$ cat src/rtl/pipe_stall_ctrl.sv
// Pipeline stall/flush controller for the 6-stage stall bus, with a sticky stall watchdog.
// Define STALL_PERF_EN to add per-source stall and flush-entry performance counters.
module pipe_stall_ctrl #(
  parameter int STALL_WD     = 6,
  parameter int FLUSH_CYCLES = 1,
  parameter int MAX_STALL    = 64
) (
  input  logic                clk,
  input  logic                rst,
  input  logic                stallreq_id,
  input  logic                stallreq_ex,
  input  logic                stallreq_mem,
  input  logic                flush_req,
  input  logic [31:0]         flush_pc,
  output logic [STALL_WD-1:0] stall,
  output logic                flush,
  output logic [31:0]         new_pc,
  output logic                stall_timeout,
  output logic                state_dbg
`ifdef STALL_PERF_EN
  ,
  output logic [31:0]         perf_id_cnt,
  output logic [31:0]         perf_ex_cnt,
  output logic [31:0]         perf_mem_cnt,
  output logic [31:0]         perf_flush_cnt
`endif
);

  typedef enum logic {S_RUN, S_FLUSH} state_t;

  localparam logic [STALL_WD-1:0] STALL_MEM = STALL_WD'(6'b011111);
  localparam logic [STALL_WD-1:0] STALL_EX  = STALL_WD'(6'b001111);
  localparam logic [STALL_WD-1:0] STALL_ID  = STALL_WD'(6'b000111);
  localparam logic [3:0]          FC_LOAD   = 4'(FLUSH_CYCLES - 1);
  localparam logic [7:0]          WD_LIMIT  = 8'(MAX_STALL - 1);

  state_t              state;
  logic [3:0]          flush_left;
  logic [7:0]          wd_cnt;
  logic [STALL_WD-1:0] stall_req;

  always_comb begin
    stall_req = '0;
    if (stallreq_mem)     stall_req = STALL_MEM;
    else if (stallreq_ex) stall_req = STALL_EX;
    else if (stallreq_id) stall_req = STALL_ID;
  end

  // Stall applies in the request cycle; it is forced to NoStop while flushing or held in reset.
  assign stall     = (state == S_RUN && rst) ? stall_req : '0;
  assign state_dbg = (state == S_FLUSH);

  always_ff @(posedge clk or negedge rst) begin
    if (!rst) begin
      state         <= S_RUN;
      flush         <= 1'b0;
      flush_left    <= '0;
      new_pc        <= '0;
      wd_cnt        <= '0;
      stall_timeout <= 1'b0;
    end else begin
      case (state)
        S_RUN: begin
          if (flush_req) begin
            state      <= S_FLUSH;
            flush      <= 1'b1;
            new_pc     <= flush_pc;
            flush_left <= FC_LOAD;
          end
        end
        S_FLUSH: begin
          // A redirect arriving mid-flush restarts the sequence toward the newest target.
          if (flush_req) begin
            new_pc     <= flush_pc;
            flush_left <= FC_LOAD;
          end else if (flush_left == '0) begin
            state <= S_RUN;
            flush <= 1'b0;
          end else begin
            flush_left <= flush_left - 4'd1;
          end
        end
        default: begin
          state <= S_RUN;
          flush <= 1'b0;
        end
      endcase

      if (state == S_FLUSH || stall == '0) wd_cnt <= '0;
      else if (wd_cnt != 8'hff)             wd_cnt <= wd_cnt + 8'd1;

      // Entering FLUSH is the only recovery from a watchdog hit short of reset.
      if (flush_req)                                 stall_timeout <= 1'b0;
      else if (stall != '0 && wd_cnt == WD_LIMIT)    stall_timeout <= 1'b1;
    end
  end

`ifdef STALL_PERF_EN
  always_ff @(posedge clk or negedge rst) begin
    if (!rst) begin
      perf_id_cnt    <= '0;
      perf_ex_cnt    <= '0;
      perf_mem_cnt   <= '0;
      perf_flush_cnt <= '0;
    end else begin
      if (state == S_RUN) begin
        if (stallreq_mem)     perf_mem_cnt <= perf_mem_cnt + 32'd1;
        else if (stallreq_ex) perf_ex_cnt  <= perf_ex_cnt + 32'd1;
        else if (stallreq_id) perf_id_cnt  <= perf_id_cnt + 32'd1;
      end
      if (flush_req) perf_flush_cnt <= perf_flush_cnt + 32'd1;
    end
  end
`endif

endmodule

$ cat config.mk
export PLATFORM = sky130hd
export DESIGN_NAME = pipe_stall_ctrl
export DESIGN_NICKNAME = d
export VERILOG_FILES = /design/src/rtl/pipe_stall_ctrl.sv
export SDC_FILE = /design/constraint.sdc
export NUM_CORES = 1
export LEC_CHECK = 0
export ABC_CLOCK_PERIOD_IN_PS = 1500
export BUFFER_PORTS_ARGS = -buffer_cell sky130_fd_sc_hd__buf_2
export CAP_MARGIN = 0
export CORE_MARGIN = 4
export CORE_UTILIZATION = 30
export CTS_CLUSTER_SIZE = 10
export DETAILED_ROUTE_END_ITERATION = 6
export HOLD_SLACK_MARGIN = 0.12
export SKIP_LAST_GASP = 1
export SLEW_MARGIN = 25
export SYNTH_ARGS = -nofsm -noshare
export SYNTH_HDL_FRONTEND = slang
export SYNTH_SLANG_ARGS = --single-unit
$ cat constraint.sdc
create_clock -name clk -period 1.5 [get_ports clk]
set_input_delay 0.075 -clock clk [delete_from_list [all_inputs] [get_ports clk]]
set_output_delay 0.075 -clock clk [all_outputs]
set_load 0.05 [all_outputs]
# Word level (Yosys, flattened, before mapping)
# Cells that the tools add are included.
# word_totals
register_bits,47
latchBits,0
mem_bits_rw,0
romBits,0
inputBits,38
output_inout_bits,41
memories,0
# op_classes
n_addsub,2
n_mul,0
n_div,0
order_cmp,0
eq_ne,6
n_shift,0
mux,21
bitwise_logic,1
n_reduce_logical,10
# op_table
op,n
two-way mux 32 bit,1
two-way mux 6 bit,3
two-way mux 8 bit,2
two-way mux 4 bit,3
"adder 8 x 1 -> 8 bit, second input constant",1
"equality test 8 x 6 -> 1 bit, second input constant",1
two-way mux 1 bit,8
"inequality test 8 bit, second input constant",1
one-hot mux 4 bit (2 select lines),1
logical NOT 6 bit,1
nonzero test 6 bit,1
logical NOT 4 bit,1
"inequality test 2 bit, second input constant",2
one-hot mux 1 bit (2 select lines),2
nonzero test 2 bit,2
"subtractor 4 x 1 -> 4 bit, second input constant",1
two-way mux 3 bit,1
"inequality test 3 bit, second input constant",1
AND reduction 3 bit,1
logical AND 1 bit,2
"inequality test 2 x 1 -> 1 bit, second input constant",1
AND reduction 2 bit,1
logical OR 1 bit,1
NOT 1 bit,1

# Depth between registers and ports, before layout
# logic_depth
depth_word,8
mapped_depth,6

# Least setup slack after synthesis
# No wires, ideal clock.
# synth_path
kind,reg-to-output
from,"register state, in the netlist state_dbg"
to,output port stall[1]
t_arrival_ns,1.825
required_ns,1.425
path_slack_ns,-0.400
stages_incl_launch_ff,6
cell_sequence,dfrtp_1 -> buf_2 -> inv_1 -> o311ai_2 -> inv_1 -> buf_4
# synth_via
elab_chain_cells,3
# synth_lines
element,line_no,text
"start, declared",37,state_t state;
"start signal, assigned",55,state <= S_RUN;
"start signal, assigned",65,state <= S_FLUSH;
"start signal, assigned",77,state <= S_RUN;
NOT 1 bit,n/a,
logical AND 1 bit,50,assign stall = (state == S_RUN && rst) ? stall_req : '0;
two-way mux 6 bit,50,
"end, declared",15,"output logic [STALL_WD-1:0] stall,"
# No other way between the ends.

# Worst setup path after layout
# layout_path
from,register flush_left[1]
to,register flush_left[0]
# layout_via
elab_chain_cells,3
# layout_lines
element,line_no,text
"start, declared",38,logic [3:0] flush_left;
"start signal, assigned",80,flush_left <= flush_left - 4'd1;
logical NOT 4 bit,76,end else if (flush_left == '0) begin
inequality test 3 bit (no source line),n/a,
AND reduction 2 bit (no source line),n/a,
# No other way between the ends.
# A chain may end at the register's enable or synchronous reset.

==> results.sh <==
export IMPL_run_status="finished, final reports clean"
export IMPL_r2r_end="flush_left[0]"
export IMPL_ctsRootBufferMaster="sky130_fd_sc_hd__clkbuf_8"
export IMPL_dp_hpwl_um=2960
export IMPL_area_after_detailed_placement_um2=2510
export IMPL_timing_final_crit_share_pct=93.9
export IMPL_drt_pre_antenna_iters=4
export IMPL_timing_critical_path_arrival_ns=1.64
export IMPL_dp_cells=302
export IMPL_area_growth_synth_to_final_pct=45.9
export IMPL_hold_viol_final=0
export IMPL_fin_worst_skew_ns=0.00218
export IMPL_clock_latency_ns=0.30
export IMPL_total_clock_buffers_created_by_cts=5
export IMPL_worst_slew_pin_slew_ns=0.580
export IMPL_grt_pass1_wl_um=8270
export IMPL_power_switching_fraction_pct=38.4
export IMPL_p_switching_mw=1.46
export IMPL_timing_max_transition_violations_final=0
export IMPL_synth_yosys_seq_area_share_pct=58.0
export IMPL_clk_transition_reported_paths_ns=0.09
export IMPL_p_leak_nw=1.38
export IMPL_reg2reg_depth=5
export IMPL_global_route_congestion_overflow_total=0
export IMPL_fmax_ghz=0.710
export IMPL_layout_drive_gt1_share_pct=49.8
export IMPL_met2_wirelength_um=2280
export IMPL_ios=79
export IMPL_grt_antenna_before_repair=0
export IMPL_unrepaired_setup_endpoints_after_global_routing="no"
export IMPL_synthesis_area_um2=2030
export IMPL_numPortBuffers=77
export IMPL_worstReg2RegStart="flush_left[1]"
export IMPL_synth_lib_cells_used_distinct=36
export IMPL_multi_input_area_um2=783
export IMPL_setup_worst_path_start="flush_left[1]"
export IMPL_crit_buf_inv=1
export IMPL_yosys_register_bits=47
export IMPL_routed_via_density=4.65
export IMPL_layout_filler_cells=599
export IMPL_std_cell_core_area_um2=6460
export IMPL_totalWireLength_um=4590
export IMPL_num_vias=1598
export IMPL_cts_tree="built"
export IMPL_cts_sinks=47
export IMPL_pwr_share_seq_pct=40.5
export IMPL_ff_latch_area_um2=1180
export IMPL_drc=0
export IMPL_critical_path_cell_list="inv_1 -> ha_1 -> or3b_4 -> a21o_1 -> a21oi_2"
export IMPL_effective_utilization_at_floorplan_pct=31.4
export IMPL_synthesis_instances=153
export IMPL_drv_max_cap_violation_count=0
export IMPL_postSynthNetCount=194
export IMPL_die_w_um=90.3
export IMPL_die_h_um=90.3
export IMPL_relSlewSlack_pct=61.3
export IMPL_post_route_min_period_ns=1.41
export IMPL_gp_routability_congestion=0.776
export IMPL_crit_slowest_cell="sky130_fd_sc_hd__or3b_4"
export IMPL_final_cell_count_no_fill=344
export IMPL_die_area_um2=8150
export IMPL_clk_path_buf_depth=2
export IMPL_met3_routed_wl_um=266
export IMPL_syn_area_per_cell_um2=13.3
export IMPL_vdd_drop_max_mv=0.719
export IMPL_rows=29
export IMPL_pwr_density_cell_nw_per_um2=1280
export IMPL_required_ns=1.73
export IMPL_cp_slowest_stage_delay_ns=0.42
export IMPL_clkPwrFrac_pct=21.4
export IMPL_antenna_diode_count=0
export IMPL_synth_yosys_warnings=0
export IMPL_post_route_cell_area_um2=2960
export IMPL_total_number_of_h_tree_levels=2
export IMPL_drt_wirelength_per_cell_um=13.3
export IMPL_critPathCapture="flush_left[0]"
export IMPL_worstSetupPathDepth=5
export IMPL_largest_net_degree_at_the_start_of_global_routing=48
export IMPL_top_layer_used="met4"
export IMPL_wirelength_met1_um=2000
export IMPL_p_int_mw=2.34
export IMPL_critical_path_top_delay_family="simple AND/OR/NAND/NOR gates"
export IMPL_path_max_fanout=8
export IMPL_global_route_usage_total_pct=12.3
export IMPL_power_combinational_fraction_pct=38.1
export IMPL_timing_critical_path_from_type="register"
export IMPL_layout_nets=307
export IMPL_minimum_setup_slack_among_reg_to_reg_paths_ns=0.09
export IMPL_antenna_left=0
export IMPL_worst_path_class_setup="reg2reg"
export IMPL_critical_path_endpoint_type="register"
export IMPL_grt_pass1_vias=1701
export IMPL_hold_class="in2reg"
export IMPL_dr_first_iter_drc_count=48
export IMPL_timing_final_setup_violations=0
how the worst min path moves through the flow:
stage,startpoint,end,slack (ns),cells after the start
after floorplan,rst,flush,-0.22,0
after global placement,flush_pc[6],new_pc[6],0.31,2
after detailed placement,flush_pc[6],new_pc[6],0.31,2
after CTS,flush_req,flush_left[0],0.19,3
after global routing,flush_req,flush_left[0],0.22,3
final,flush_req,flush_left[0],0.19,3
worst register-to-register path: cells and delay by family (launching register included):
| kind | cells | cell delay, ns |
|---|---|---|
| simple gates | 1 | 0.42 |
| flops | 1 | 0.40 |
| compound gates | 2 | 0.31 |
| fa+ha+maj | 1 | 0.13 |
| buf+inv | 1 | 0.08 |
cell usage after synthesis, drive strengths merged:
cell	count	share of area (%)
a21boi	1	0.37
nand2	2	0.37
a311oi	2	0.86
and3	2	0.62
or3	1	0.31
a21o	2	0.80
nor2b	1	0.31
nand4b	1	0.43
nor2	4	0.74
conb	1	0.18
a21oi	7	1.9
and2	2	0.62
nand4	1	0.31
nand3	3	0.99
a31oi	3	0.92
mux2	32	18
nand2b	1	0.31
ha	3	1.8
o21ai	3	0.74
or3b	1	0.43
a211oi	5	1.8
inv	6	1.1
buf	9	2.9
o211a	1	0.49
nor3	5	1.2
a41o	1	0.55
and4	3	1.3
dfrtp	47	58
o311ai	1	0.80
clkbuf	1	0.18
o41ai	1	0.80
layout make-up:
class                   instances  area share, %
clock buffers                   6           2.79
inverters                       6          0.845
multi-input cells              90           26.4
repair buffers                116           26.4
well taps                      77           3.25
clock inverters                 2          0.549
flip-flops and latches         47           39.8
power groups by stage:
stage          Combinational [mW]  Sequential, mW  Clock [mW]
2_1_floorplan               0.683            1.94           0
3_3_place_gp                 1.32            1.56           0
3_5_place_dp                 1.34            1.56           0
4_1_cts                      1.44            1.54       0.874
5_1_grt                      1.57            1.56       0.917
6_report                     1.44            1.54       0.813
per-stage QoR:
step | utilization (%) | hold slack [ns] | setup slack, ns | power, mW | TNS, ns
after floorplan | - | -0.221 | 0.0594 | 2.63 | 0
after global placement | 38.9 | 0.307 | 0.0529 | 2.87 | 0
after detailed placement | 38.9 | 0.312 | 0.0223 | 2.90 | 0
after CTS | 45.6 | 0.192 | -0.0151 | 3.85 | -0.0435
after global routing | 45.9 | 0.219 | 0.0109 | 4.05 | 0
final | 45.9 | 0.189 | 0.0920 | 3.79 | 0
sequential cells by signal, indices dropped and copies added (netlist names):
| signal | flops |
|---|---|
| flush | 1 |
| stall_timeout | 1 |
| flush_left | 4 |
| new_pc | 32 |
| wd_cnt | 8 |
| state_dbg | 1 |
cells in the final DEF, fill, tap and decap left out, drive strengths merged, types with 2 or more instances in the layout:
| cell type | netlist | layout |
|---|---|---|
| inv | 6 | 6 |
| dlygate4sd3 | 0 | 33 |
| mux2 | 32 | 32 |
| a21oi | 7 | 7 |
| nor3 | 5 | 5 |
| buf | 9 | 80 |
| and3 | 2 | 2 |
| a31oi | 3 | 3 |
| nor2 | 4 | 4 |
| nand2 | 2 | 2 |
| nand3 | 3 | 3 |
| a211oi | 5 | 5 |
| a21o | 2 | 2 |
| clkbuf | 1 | 9 |
| o21ai | 3 | 3 |
| ha | 3 | 3 |
| and2 | 2 | 2 |
| and4 | 3 | 3 |
| a311oi | 2 | 2 |
| dfrtp | 47 | 47 |
timing repair:
item	CTS	global route
hold buffers	33	0
endpoints found under the setup margin	4	6
pin swaps	0	1
endpoints found under the hold margin	79	0
resized for setup	1	5
setup buffers	0	1
routing by layer:
| layer | track usage [%] | vias up |
|---|---|---|
| met2 | 20.5 | 52 |
| met4 | 3.57 | 0 |
| met1 | 15.6 | 759 |
| met3 | 3.50 | 5 |
| li1 | - | 782 |
| met5 | 0 | - |
cell families after synthesis:
family	synth area share [%]
simple gates	7.95
mux	17.8
other cells	0.185
fa+ha+maj	1.85
flops	58.0
compound gates	10.1
buf+inv	4.19
(Power assumes the default switching activity.)
